### src/rtl/hdmi_axi_addr_mb.sv
// hdmi_axi_addr_mb: turns each prefetch_line pulse into a run of DRAM read requests
// (kick/busy handshake) that cover one display line in bursts of at most BURST_BYTES.
// The frame buffer is chosen at frame start; a prefetch that arrives while a line is
// still in flight is dropped but still counted, and the drop raises a sticky overrun.
//
// Ports:
//   clk_vga        video clock, all logic in this domain
//   rst_n          asynchronous active-low reset
//   framestart     one-cycle frame start pulse (resets line count, selects buffer)
//   prefetch_line  one-cycle request to fetch the next line
//   buf_sel_in     requested buffer index, sampled on framestart
//   busy           read master busy (rises after kick, falls on completion)
//   kick           one-cycle request strobe
//   read_addr      request byte address, held until the next kick
//   read_num       request byte count, held until the next kick
//   active_buf     buffer currently being read
//   line_cnt       next line index to be fetched (0..Y_SIZE)
//   line_done      one-cycle pulse after the last burst of a line completes
//   overrun        sticky dropped-prefetch flag, cleared on framestart
module hdmi_axi_addr_mb #(
    parameter int unsigned X_SIZE          = 1280,
    parameter int unsigned Y_SIZE          = 720,
    parameter int unsigned BYTES_PER_PIXEL = 4,
    parameter int unsigned BURST_BYTES     = 256,
    parameter int unsigned NUM_BUF         = 2,
    parameter int unsigned ADDR_W          = 32,
    parameter int unsigned NUM_W           = 16,
    parameter logic [ADDR_W-1:0] BASE_ADDR = 'h1000_0000,
    parameter int unsigned LINE_STRIDE     = X_SIZE * BYTES_PER_PIXEL,
    parameter int unsigned FRAME_STRIDE    = LINE_STRIDE * Y_SIZE
) (
    input  logic              clk_vga,
    input  logic              rst_n,
    input  logic              framestart,
    input  logic              prefetch_line,
    input  logic [3:0]        buf_sel_in,
    input  logic              busy,
    output logic              kick,
    output logic [ADDR_W-1:0] read_addr,
    output logic [NUM_W-1:0]  read_num,
    output logic [3:0]        active_buf,
    output logic [11:0]       line_cnt,
    output logic              line_done,
    output logic              overrun
);

    localparam int unsigned LINE_BYTES = X_SIZE * BYTES_PER_PIXEL;
    localparam int unsigned FIRST_NUM  = (LINE_BYTES < BURST_BYTES) ? LINE_BYTES : BURST_BYTES;

    typedef enum logic [1:0] {
        IDLE    = 2'd0,
        ISSUE   = 2'd1,
        WAIT_HI = 2'd2,
        WAIT_LO = 2'd3
    } state_t;

    state_t            state;
    logic [ADDR_W-1:0] burst_addr;  // address of the next burst within the line
    logic [31:0]       remaining;   // bytes of the line not yet requested

    logic              buf_ok;
    logic [3:0]        eff_buf;
    logic [11:0]       eff_cnt;
    logic              pf_valid;
    logic [ADDR_W-1:0] line_addr;
    logic [NUM_W-1:0]  next_num;

    // framestart takes effect before a same-cycle prefetch_line, so the pulse
    // sees the freshly selected buffer and line 0.
    always_comb begin
        buf_ok    = ({1'b0, buf_sel_in} < 5'(NUM_BUF));
        eff_buf   = (framestart && buf_ok) ? buf_sel_in : active_buf;
        eff_cnt   = framestart ? 12'd0 : line_cnt;
        pf_valid  = prefetch_line && (eff_cnt < 12'(Y_SIZE));
        line_addr = BASE_ADDR
                  + ADDR_W'(eff_buf) * ADDR_W'(FRAME_STRIDE)
                  + ADDR_W'(eff_cnt) * ADDR_W'(LINE_STRIDE);
        next_num  = (remaining >= 32'(BURST_BYTES)) ? NUM_W'(BURST_BYTES) : NUM_W'(remaining);
    end

    always_ff @(posedge clk_vga or negedge rst_n) begin
        if (!rst_n) begin
            state      <= IDLE;
            burst_addr <= '0;
            remaining  <= '0;
            kick       <= 1'b0;
            read_addr  <= '0;
            read_num   <= '0;
            active_buf <= 4'd0;
            line_cnt   <= 12'd0;
            line_done  <= 1'b0;
            overrun    <= 1'b0;
        end else begin
            kick      <= 1'b0;
            line_done <= 1'b0;

            if (framestart) begin
                overrun  <= 1'b0;
                line_cnt <= 12'd0;
                if (buf_ok) begin
                    active_buf <= buf_sel_in;
                end
            end

            // Every valid pulse advances the line count, fetched or dropped, so the
            // fetch stays aligned with the display line.
            if (pf_valid) begin
                line_cnt <= eff_cnt + 12'd1;
                if (state != IDLE) begin
                    overrun <= 1'b1;
                end
            end

            unique case (state)
                IDLE: begin
                    if (pf_valid) begin
                        kick       <= 1'b1;
                        read_addr  <= line_addr;
                        read_num   <= NUM_W'(FIRST_NUM);
                        burst_addr <= line_addr + ADDR_W'(BURST_BYTES);
                        remaining  <= 32'(LINE_BYTES - FIRST_NUM);
                        state      <= ISSUE;
                    end
                end
                ISSUE: begin
                    state <= WAIT_HI;
                end
                WAIT_HI: begin
                    if (busy) begin
                        state <= WAIT_LO;
                    end
                end
                WAIT_LO: begin
                    if (!busy) begin
                        if (remaining != 32'd0) begin
                            kick       <= 1'b1;
                            read_addr  <= burst_addr;
                            read_num   <= next_num;
                            burst_addr <= burst_addr + ADDR_W'(BURST_BYTES);
                            remaining  <= remaining - 32'(next_num);
                            state      <= ISSUE;
                        end else begin
                            line_done <= 1'b1;
                            state     <= IDLE;
                        end
                    end
                end
                default: state <= IDLE;
            endcase
        end
    end

endmodule

### config.mk
export PLATFORM = sky130hd
export DESIGN_NAME = hdmi_axi_addr_mb
export DESIGN_NICKNAME = d
export VERILOG_FILES = /design/src/rtl/hdmi_axi_addr_mb.sv
export SDC_FILE = /design/constraint.sdc
export NUM_CORES = 1
export LEC_CHECK = 0
export ABC_AREA = 1
export CORE_MARGIN = 2
export CORE_UTILIZATION = 40
export DETAILED_ROUTE_END_ITERATION = 10
export DONT_BUFFER_PORTS = 1
export PLACE_DENSITY = 0.63
export SETUP_SLACK_MARGIN = 0.2
export SYNTH_ARGS = -nofsm -noshare
export SYNTH_HDL_FRONTEND = slang
export SYNTH_SLANG_ARGS = --single-unit
### constraint.sdc
create_clock -name clk_vga -period 4.5 [get_ports clk_vga]
set_clock_uncertainty 0.15 [all_clocks]
set_input_delay 0.45 -clock clk_vga [delete_from_list [all_inputs] [get_ports clk_vga]]
set_output_delay 0.45 -clock clk_vga [all_outputs]
set_load 0.02 [all_outputs]
* Yosys cells after proc, flatten, opt, wreduce, memory -nomap -nowiden
Cells that the tools add are included.
** Storage, ports and cells
- Bits in registers :: 133
- Output and inout bits :: 67
- Bits of input ports :: 9
- Word-level logic and storage cells :: 72
** Cells by class
- $mul :: 2
- Order comparisons :: 3
- $add $sub $neg :: 6
- Mux-type cells :: 35
- Equal/unequal tests :: 7
- Reductions and logical operators :: 9
** Operator list (count)
- 32-bit two-way mux :: 9
- 32-bit case mux with 2 select lines :: 3
- 16-bit two-way mux :: 4
- 31-bit by 9-bit adder with 32-bit output (second input constant) :: 1
- 32-bit by 9-bit adder with 32-bit output (second input constant) :: 1
- 32-bit by 9-bit greater-or-equal comparator with 1-bit output (second input constant) :: 1
- 16-bit case mux with 2 select lines :: 1
- 32-bit nonzero test :: 1
- 32-bit by 16-bit subtractor with 32-bit output :: 1
- 30-bit by 25-bit adder with 31-bit output :: 1
- 29-bit by 26-bit adder with 30-bit output (first input constant) :: 1
- 12-bit two-way mux :: 2
- 12-bit by 3-bit multiplier with 15-bit output (second input constant) :: 1
- 12-bit by 1-bit adder with 12-bit output (second input constant) :: 1
- 12-bit by 10-bit less-than comparator with 1-bit output (second input constant) :: 1
- 4-bit by 8-bit multiplier with 12-bit output (second input constant) :: 1
- 1-bit two-way mux :: 10
- 2-bit != test (second input constant) :: 4
- 2-bit case mux with 4 select lines :: 1
- 2-bit two-way mux :: 3
- 2-bit == test (second input constant) :: 2
- 4-bit by 2-bit less-than comparator with 1-bit output (second input constant) :: 1
- 4-bit two-way mux :: 1
- 4-bit AND reduction :: 1
- other kinds (7) :: 9

* Longest topological paths before layout
- Depth after elaboration :: 9
- Gate-level depth with buffers :: 34
- Mapped depth without buffers :: 33

* Worst setup path after synthesis
No wires, ideal clock.
- Path kind :: input to register
- From :: input framestart
- To :: register burst_addr[31]
- Library setup time :: 113 ps
- Buffers on the path :: 1
- Stages :: 23
- Arrival :: 4250 ps
- Setup slack :: -13 ps
- Required time :: 4237 ps
- Cells stage by stage :: buf_6 inv_4 nor4_1 inv_1 nand2_1 inv_1 ha_1 ha_1 ha_1 fa_1 ha_1 inv_1 o21ai_0 a31oi_1 nand2_1 nand2_1 nand3_1 o21ai_0 nand3_1 nor2_8 nand4_1 nand2_1 inv_1
** Between the ends
- Cells in the longest elaborated chain, start to end :: 8
- Elaborated cells on any way between the ends :: 14
- Classes of those cells :: add/sub: 3; mul: 2; order compare: 1; eq/ne: 1; mux: 4; reduce/logical: 3
** RTL lines
- from (decl) :: line 34 : input logic framestart,
- 1-bit logical AND :: line 72 : eff_buf = (framestart && buf_ok) ? buf_sel_in : active_buf;
- 4-bit two-way mux :: line 72
- 4-bit by 8-bit multiplier with 12-bit output :: line 76 : + ADDR_W'(eff_buf) * ADDR_W'(FRAME_STRIDE)
- 29-bit by 26-bit adder with 30-bit output :: line 76
- 30-bit by 25-bit adder with 31-bit output :: line 77 : + ADDR_W'(eff_cnt) * ADDR_W'(LINE_STRIDE);
- 31-bit by 9-bit adder with 32-bit output :: line 120 : burst_addr <= line_addr + ADDR_W'(BURST_BYTES);
- 32-bit two-way mux :: line 116 : if (pf_valid) begin
- 32-bit case mux with 2 select lines :: line 114 : unique case (state)
- to (signal assigned) :: line 120
- to (signal assigned) :: line 139 : burst_addr <= burst_addr + ADDR_W'(BURST_BYTES);
- to (decl) :: line 58 : logic [ADDR_W-1:0] burst_addr;
Parallel ways exist; a longest one is shown, timed or not. The select of a mux whose other input is x is not followed.
A chain may end at the register's enable or synchronous reset.

* Worst setup path after layout
- From :: register line_cnt[3]
- To :: register burst_addr[30]
** Between the ends
- Cells in the longest elaborated chain, start to end :: 6
- Elaborated cells on any way between the ends :: 10
- Classes of those cells :: add/sub: 2; mul: 1; order compare: 1; eq/ne: 1; mux: 3; reduce/logical: 2
** RTL lines
- from (decl) :: line 42 : output logic [11:0] line_cnt,
- from (signal assigned) :: line 108 : line_cnt <= eff_cnt + 12'd1;
- 12-bit two-way mux (*)
- 12-bit by 3-bit multiplier with 15-bit output :: line 77
- 30-bit by 25-bit adder with 31-bit output :: line 77
- 31-bit by 9-bit adder with 32-bit output :: line 120
- 32-bit two-way mux :: line 116
- 32-bit case mux with 2 select lines :: line 114
Mark *: on every way between the ends. The rest lies on a longest branch, timed or not. The select of a mux whose other input is x is not followed.

==> results_dict.tcl <==
set metrics [dict create \
    run_status "finished clean" \
    cts_buffer_depth 2 \
    regArea_um2 2930 \
    path_common_cell "nand2_1" \
    vias 6066 \
    p_clk_frac 0.293 \
    synthArstFlopShare 1.00 \
    grt_pass1_wl_um 28500 \
    grt_pass1_vias 5935 \
    clkLatencyLatePin_ns 0.43 \
    synth_ff_type "dfrtp_1" \
    grt-ovfl-total 0 \
    setup-violations-final 0 \
    crit_path_max_fanout 6 \
    worstMarginPinSlew_ns 0.722 \
    met1_usage 0.241 \
    syn-cell-area_um2 7380 \
    hp-class "in2reg" \
    synth_top_cell_by_area "dfrtp_1" \
    ys_seq_area_frac 0.397 \
    ioPinCount 76 \
    critPathRequiredTime_ns 4.65 \
    final_antenna_net_count 0 \
    cpPeakStageDelay_ns 0.38 \
    p_sw_frac 0.427 \
    fill_cells 1748 \
    synth-seq-cells 117 \
    grt_util_met3 0.0430 \
    grt-busiest-layer "met2" \
    critPathArrivalTime_ns 4.28 \
    die_y_um 140 \
    startpoint_type "flop" \
    cts_root_buf "clkbuf_16" \
    final_util 0.488 \
    grt_max_degree 118 \
    p_sw_uw 2030 \
    finalPower_uw 4740 \
    antenna_found_initial 0 \
    timing.hold.ws_ns 0.0196 \
    yosysWarnings 0 \
    globalplace.congestion 0.894 \
    internal_power_uw 2710 \
    drv_cap 0 \
    wire_per_inst_um 13.9 \
    power.density_nw_per_um2 539 \
    irDropWorstVdd_mv 0.331 \
    clk_pin_slew_ns 0.06 \
    cts.htree.levels 4 \
    yosys.area.top_type_share 0.397 \
    drive_gt1_frac 0.178 \
    syn_area_per_cell_um2 7.81 \
    placed_cell_area_um2 7730 \
    fin_crit_ns 4.13 \
    worst_setup_path_end_kind "flop" \
    initial_core_util 0.409 \
    drt-pass1-iter-count 4 \
    rsz0062_at_grt "true" \
    synthDistinctLibCells 53 \
    final_area_um2 8790 \
    multi_input_area_um2 4110 \
    portBuffers 0 \
    dieArea_um2 19500 \
    drcViolationCount 0 \
    cts_tree "yes" \
    grt_usage 0.179 \
    cp_slowest_cell "dfrtp_1" \
    core_um2 18000 \
    dr.first_iter.drc_count 329 \
    final_nets 1042 \
    routed_wl_um 17000 \
    finalHoldViolCount 0 \
    row_count 49 \
    worstSetupPathType "reg2reg" \
    cts_num_sinks 117 \
    numCtsBuffers 17 \
    die_w_um 140 \
    leakagePower_uw 0.00454 \
    power.share.sequential 0.328 \
    pwr-share-comb 0.379 \
    fin_crit_sh 0.918 \
    drv_slew 0 \
    use_met2 0.283 \
    synth_edf_count 0 \
    area_delta_synth_final_pct 19.1 \
    antenna_cells 0 \
    viasPerCell 4.96 \
    fin_tns_setup_ns 0 \
    synth_cells 945 \
    max_freq_mhz 242 \
    slew_headroom 0.513 \
    hpwl_um 11800 \
    synth.area.top_cells "dfrtp_1 (40%), nand2_1 (11%), ha_1 (8.0%)" \
]
-- final timing paths --
kind	startpoint	to	slack (ns)	cells after the start
max	line_cnt[3]$_DFF_PN0_	burst_addr[30]$_DFFE_PN0P_	0.37	27
max reg2reg	line_cnt[3]$_DFF_PN0_	burst_addr[30]$_DFFE_PN0P_	0.37	27
min	buf_sel_in[0]	active_buf[0]$_DFFE_PN0P_	0.02	2
max in group asynchronous	rst_n	read_addr[27]$_DFFE_PN0P_	3.22	2
min reg2reg	remaining[29]$_DFFE_PN0P_	remaining[29]$_DFFE_PN0P_	0.33	1
min in group asynchronous	rst_n	line_cnt[4]$_DFF_PN0_	0.49	2
-- power groups by stage --
stage | logic [uW] | clock network [uW] | registers, uW
2_1_floorplan | 1370 | 0 | 1520
3_3_place_gp | 1670 | 0 | 1570
3_5_place_dp | 1700 | 0 | 1570
4_1_cts | 1750 | 1410 | 1560
5_1_grt | 2050 | 1450 | 1590
6_report | 1800 | 1390 | 1550
-- through the flow --
step           setup WS (ns)  std cells
2_1_floorplan          0.202        953
3_3_place_gp         -0.0302       1180
3_5_place_dp         -0.0697       1180
4_1_cts                0.200       1216
5_1_grt                0.107       1222
6_report               0.368       1222
-- cells in the mapped netlist (all sizes together) (2+ instances only) --
cell type / number
xor2: 22
nand2: 232
a31oi: 10
a21oi: 33
dfrtp: 117
o31ai: 2
a211oi: 2
clkbuf: 3
o21a: 4
nor2: 108
inv: 147
nand4: 10
o21ai: 74
a21boi: 2
buf: 25
nand3: 53
o32ai: 3
nor3: 19
fa: 5
or2: 4
nor4: 3
xnor2: 11
ha: 47
-- placed cells by master (no fill, tap or decap), drive strengths merged, types with 4 or more instances in the layout --
cell / Yosys / final
o21a: 4 / 4
xor2: 22 / 22
clkinv: 1 / 7
dfrtp: 117 / 117
conb: 1 / 9
ha: 47 / 47
inv: 147 / 149
or2: 4 / 4
nor2: 108 / 108
nand4: 10 / 10
a31oi: 10 / 10
fa: 5 / 5
a21oi: 33 / 33
nand2: 232 / 232
buf: 25 / 34
nor3: 19 / 19
xnor2: 11 / 11
clkbuf: 3 / 19
o21ai: 74 / 74
nand3: 53 / 53
-- metal layers --
layer  vias up  routed length, um
met2       109               7950
met1      2859               7930
met5         -                  0
met3        25                803
met4         0                289
li1       3073                  -
-- kinds of logic after synthesis --
group           share of synthesized area
simple gates                        0.263
buf+inv                             0.100
compound gates                      0.107
flops                               0.397
fa+ha+maj                          0.0933
xor+xnor                           0.0392
other cells                      0.000508
-- critical path: cells and delay by family, from the launching register on --
| family | cells | cell delay [ns] |
|---|---|---|
| and+or+nand+nor | 13 | 1.23 |
| adders and majority gates | 4 | 1.12 |
| AOI/OAI and AO/OA | 6 | 0.75 |
| DFF | 1 | 0.38 |
| buffers and inverters | 3 | 0.21 |
| xor gates and xnor gates | 1 | 0.14 |
-- timing repair --
action	4_1_cts	5_1_grt
resized for setup	13	65
hold buffers	4	0
pin swaps	6	28
hold endpoints to repair	120	0
buffers inserted	1	6
setup endpoints to repair	8	13
-- state kept, by name (all words and copies together), names as in the netlist --
signal	cells
line_done	1
kick	1
line_cnt	12
burst_addr	24
read_num	16
active_buf	4
state	2
remaining	32
overrun	1
read_addr	24
-- layout make-up --
cell class | count | share of cell area
multi-input cells | 660 | 0.468
clock inverters | 12 | 0.0174
well taps | 229 | 0.0326
repair buffers | 37 | 0.0352
flip-flops and latches | 117 | 0.333
inverters | 148 | 0.0636
clock buffers | 19 | 0.0504
(Power assumes the default switching activity.)
==> edit 1, RTL diff (config.mk and constraints unchanged) <==
Change the parameter `X_SIZE` from 1280 to 960.
--- a/src/rtl/hdmi_axi_addr_mb.sv
+++ b/src/rtl/hdmi_axi_addr_mb.sv
@@ -19,5 +19,5 @@
 //   overrun        sticky dropped-prefetch flag, cleared on framestart
 module hdmi_axi_addr_mb #(
-    parameter int unsigned X_SIZE          = 1280,
+    parameter int unsigned X_SIZE          = 960,
     parameter int unsigned Y_SIZE          = 720,
     parameter int unsigned BYTES_PER_PIXEL = 4,
Formal check against the unedited RTL: not equivalent (a bounded check fails within 4 cycles, from zero or initial values and one cycle with rst_n low).
==> edit 1 against the unedited design <==
The run now ends with negative setup slack left. Routed wire length grew 29%. First-iteration DRC count increased by 24%. Total power is 1.6% higher. Synthesized area increased by 14%. Final cell count grew 33%. Final area grew 34%. Sequential cell count unchanged. Count of clock-buffer cells in the layout fell by 1. Worst setup slack lost 0.90 ns. Combinational power increased by 11%. Critical endpoint is now burst_addr[27]. Largest power group unchanged.
==> edit 1: results (changes against the unedited design) <==
Status - finished with violations (was finished clean)
Failing checks - negative setup slack
Setup_tns - -5.42 ns (was 0 ns)
Synth Area in Compound Gates - 9.95% (was 10.7%)
Drt initial violations - 409 (was 329)
Setup crit start - line_cnt[6] (was line_cnt[3])
DRT met1 WL - 9940 um (was 7930 um)
Post-CTS Resized - 96 (was 13)
Hold depth - 3 (was 2)
Fin cells - 1,621 (was 1,222)
Hold Crit Endpoint - kick (was active_buf[0])
Met1 Use GR - 25.5% (was 24.1%)
Worst hold slack - 0.0540 ns (was 0.0196 ns)
Pre-CTS setup slack - -0.588 ns (was -0.0697 ns)
Commonest cells post-synth - 273 x nand2_1, 197 x inv_1, 117 x dfrtp_1 (was 217 x nand2_1, 141 x inv_1, 117 x dfrtp_1)
Fin util - 56.3% (was 48.8%)
Final worst slack - -0.531 ns (was 0.368 ns)
Placement-stage cell area - 9980 um2 (was 7730 um2)
RR Endpoint - burst_addr[27] (was burst_addr[30])
Vias in the first global route - 7,724 (was 5,935)
Adder-cell share of the synthesized area - 12.3% (was 9.33%)
Vias per cell - 4.85 (was 4.96)
Final setup violation count - 16 (was 0)
Met2 global-route usage - 34.0% (was 28.3%)
Metal3 WL - 705 um (was 803 um)
Post-synthesis cell type count - 48 (was 53)
Worst IR Drop VDD - 0.000327 V (was 0.000331 V)
Met3 Track Usage GR - 3.39% (was 4.30%)
RePlAce Congestion - 0.855 (was 0.894)
Wirelength per Cell - 13.5 um (was 13.9 um)
Max stage delay cell, worst path - fa_1 (was dfrtp_1)
Routed wl met2 - 10,800 um (was 7950 um)
-- edit 1: area by class of cell --
class / instances / area share (%)
multi-input combinational: 801 / 47.0
sequential: 117 / 24.9
timing repair buffer: 194 / 13.6
inverter: 202 / 6.72
clock buffer: 18 / 3.65
tap: 275 / 2.93
clock inverter: 14 / 1.21
-- edit 1: power by group --
group | internal [W] | switching [W] | total [W]
clock | 0.000775 | 0.000572 | 0.00135
combinational | 0.000741 | 0.00125 | 0.00199
sequential | 0.00125 | 0.000226 | 0.00148
-- edit 1: worst max-delay path, delay by kind of cell, from the launching register on --
| family | cells | cell delay (ns) |
|---|---|---|
| DFF | 1 | 0.36 |
| xor gates and xnor gates | 2 | 0.30 |
| and+or+nand+nor | 15 | 1.59 |
| adders and majority gates | 4 | 1.10 |
| buffers and inverters | 7 | 0.50 |
| AOI/OAI and AO/OA | 8 | 0.91 |
==> edit 2, RTL diff (same flow settings) <==
Made on the original files. Add an input register stage for `framestart`, `prefetch_line`, `buf_sel_in` and `busy`; this delays them by one clock. Comments in the files are not updated.
--- a/src/rtl/hdmi_axi_addr_mb.sv
+++ b/src/rtl/hdmi_axi_addr_mb.sv
@@ -55,4 +55,16 @@
     } state_t;
 
+    logic framestart_q;
+    logic prefetch_line_q;
+    logic [3:0] buf_sel_q;
+    logic busy_q;
+
+    always_ff @(posedge clk_vga) begin
+        framestart_q    <= framestart;
+        prefetch_line_q <= prefetch_line;
+        buf_sel_q       <= buf_sel_in;
+        busy_q          <= busy;
+    end
+
     state_t            state;
     logic [ADDR_W-1:0] burst_addr;  // address of the next burst within the line
@@ -69,8 +81,8 @@
     // sees the freshly selected buffer and line 0.
     always_comb begin
-        buf_ok    = ({1'b0, buf_sel_in} < 5'(NUM_BUF));
-        eff_buf   = (framestart && buf_ok) ? buf_sel_in : active_buf;
-        eff_cnt   = framestart ? 12'd0 : line_cnt;
-        pf_valid  = prefetch_line && (eff_cnt < 12'(Y_SIZE));
+        buf_ok    = ({1'b0, buf_sel_q} < 5'(NUM_BUF));
+        eff_buf   = (framestart_q && buf_ok) ? buf_sel_q : active_buf;
+        eff_cnt   = framestart_q ? 12'd0 : line_cnt;
+        pf_valid  = prefetch_line_q && (eff_cnt < 12'(Y_SIZE));
         line_addr = BASE_ADDR
                   + ADDR_W'(eff_buf) * ADDR_W'(FRAME_STRIDE)
@@ -95,9 +107,9 @@
             line_done <= 1'b0;
 
-            if (framestart) begin
+            if (framestart_q) begin
                 overrun  <= 1'b0;
                 line_cnt <= 12'd0;
                 if (buf_ok) begin
-                    active_buf <= buf_sel_in;
+                    active_buf <= buf_sel_q;
                 end
             end
@@ -127,10 +139,10 @@
                 end
                 WAIT_HI: begin
-                    if (busy) begin
+                    if (busy_q) begin
                         state <= WAIT_LO;
                     end
                 end
                 WAIT_LO: begin
-                    if (!busy) begin
+                    if (!busy_q) begin
                         if (remaining != 32'd0) begin
                             kick       <= 1'b1;
Check against the original RTL: not equivalent (Yosys sat finds a counterexample within 4 cycles, from zero or initial values and one cycle with rst_n low).
==> edit 2 against the unedited design <==
Routed wire length grew 5.6%. Sequential cell count grew 7. Final cell count is 3.3% higher. Worst setup slack worse by 0.22 ns. Final area up 4.4%. Total power fell by 3.7%. Non-clock buffer count grew 13. Synthesized area increased by 1.4%. Combinational power is 17% lower. Critical endpoint unchanged.
==> edit 2: results (changes against the unedited design) <==
Status - finished clean (unchanged)
Routed wl met2 - 8030 um (was 7950 um)
Max stage delay cell, worst path - dfxtp_4 (was dfrtp_1)
WL final - 17,900 um (was 17,000 um)
Critical path arrival - 4.53 ns (was 4.28 ns)
R2r setup slk - 0.15 ns (was 0.37 ns)
Max incr delay on CP - 0.44 ns (was 0.38 ns)
YS warnings - 0 (unchanged)
Async SR Flop Fraction - 94.4% (was 100%)
RePlAce Congestion - 0.828 (was 0.894)
Cells on worst reg2reg path - 26 (was 27)
DRT Pass-1 Iters - 7 (was 4)
Slew @ Worst Pin - 0.922 ns (was 0.722 ns)
Global-route wire length before repair - 28,900 um (was 28,500 um)
Post-synthesis cell type count - 51 (was 53)
Hold Path Class - register to register (was input port to register)
Htree depth - 4 (unchanged)
Worst IR Drop VDD - 0.000337 V (was 0.000331 V)
Ant. Diodes - 0 (unchanged)
Lkg Pwr - 4.59 nW (was 4.54 nW)
Drt initial violations - 315 (was 329)
Commonest cells post-synth - 228 x nand2_1, 131 x inv_1, 117 x dfrtp_1 (was 217 x nand2_1, 141 x inv_1, 117 x dfrtp_1)
Hold path startpoint - buf_sel_q[0] (was buf_sel_in[0])
Vias per cell - 5.01 (was 4.96)
DRT met1 WL - 8500 um (was 7930 um)
Pre-CTS setup slack - -0.0870 ns (was -0.0697 ns)
Setup crit start - framestart_q (was line_cnt[3])
Synth area leaders - dfrtp_1 39%, nand2_1 11%, ha_1 7.9% (was dfrtp_1 40%, nand2_1 11%, ha_1 8.0%)
HPWL Detailed - 12,400 um (was 11,800 um)
All-Layer GR Usage - 18.1% (was 17.9%)
NumNets Final - 1,077 (was 1,042)
Metal3 WL - 957 um (was 803 um)
DRC - 0 (unchanged)
Layout cells sized above 1 - 19.6% (was 17.8%)
Largest net degree at the start of global routing - 118 (unchanged)
Vias in the first global route - 6,028 (was 5,935)
CP max FO - 5 (was 6)
Seq/Total Area, Yosys - 41.0% (was 39.7%)
CP top delay family - simple AND/OR/NAND/NOR gates (unchanged)
Worst hold slack - 0.306 ns (was 0.0196 ns)
[edit 2: worst max-delay path by stage]
stage	end	slack (ns)	cells after the start
6_report	burst_addr[30]	0.15	26
5_1_grt	burst_addr[30]	-0.10	27
4_1_cts	burst_addr[29]	0.20	27
3_5_place_dp	burst_addr[29]	-0.09	26
3_3_place_gp	burst_addr[29]	0.06	26
2_1_floorplan	burst_addr[29]	0.24	26
[edit 2: per-layer routing]
metal | track usage (%) | up-vias
met5 | 0 | -
met4 | 6.95 | 0
met3 | 4.14 | 31
met2 | 27.9 | 152
met1 | 24.8 | 2940
li1 | - | 3194
[edit 2: final cells by class]
| type | count | area, um2 |
|---|---|---|
| flip-flops and latches | 124 | 3070 |
| fillers | 1733 | 9340 |
| clock inverters | 12 | 208 |
| inverters | 141 | 542 |
| multi-input cells | 682 | 4180 |
| repair buffers | 50 | 423 |
| clock buffers | 19 | 453 |
| well taps | 234 | 293 |
[edit 2: timing repair]
action,CTS,global route
hold buffers,9,0
resized for setup,12,112
setup endpoints to repair,12,13
cloned,0,0
hold endpoints to repair,124,0
setup buffers,2,14
pin swaps,3,45
[edit 2: kinds of logic after synthesis]
logic type,count (synthesis),share of synthesized area [%]
compound gates,137,10.3
fa+ha+maj,52,9.20
buf+inv,169,9.63
other cells,1,0.0501
xor+xnor,29,3.40
simple gates,455,26.4
flops,124,41.0
[edit 2: through the flow]
step	cell area [um2]	cells
finish	9170	1262
global route	9170	1262
CTS	8610	1248
detailed placement	7800	1206
global placement	7800	1206
floorplan	7510	975
[edit 2: power breakdown]
group,internal [W],total (W),switching (W)
Sequential,0.00131,0.00152,0.000217
Combinational,0.000438,0.00150,0.00106
Clock,0.00102,0.00154,0.000528
Total,0.00276,0.00456,0.00180
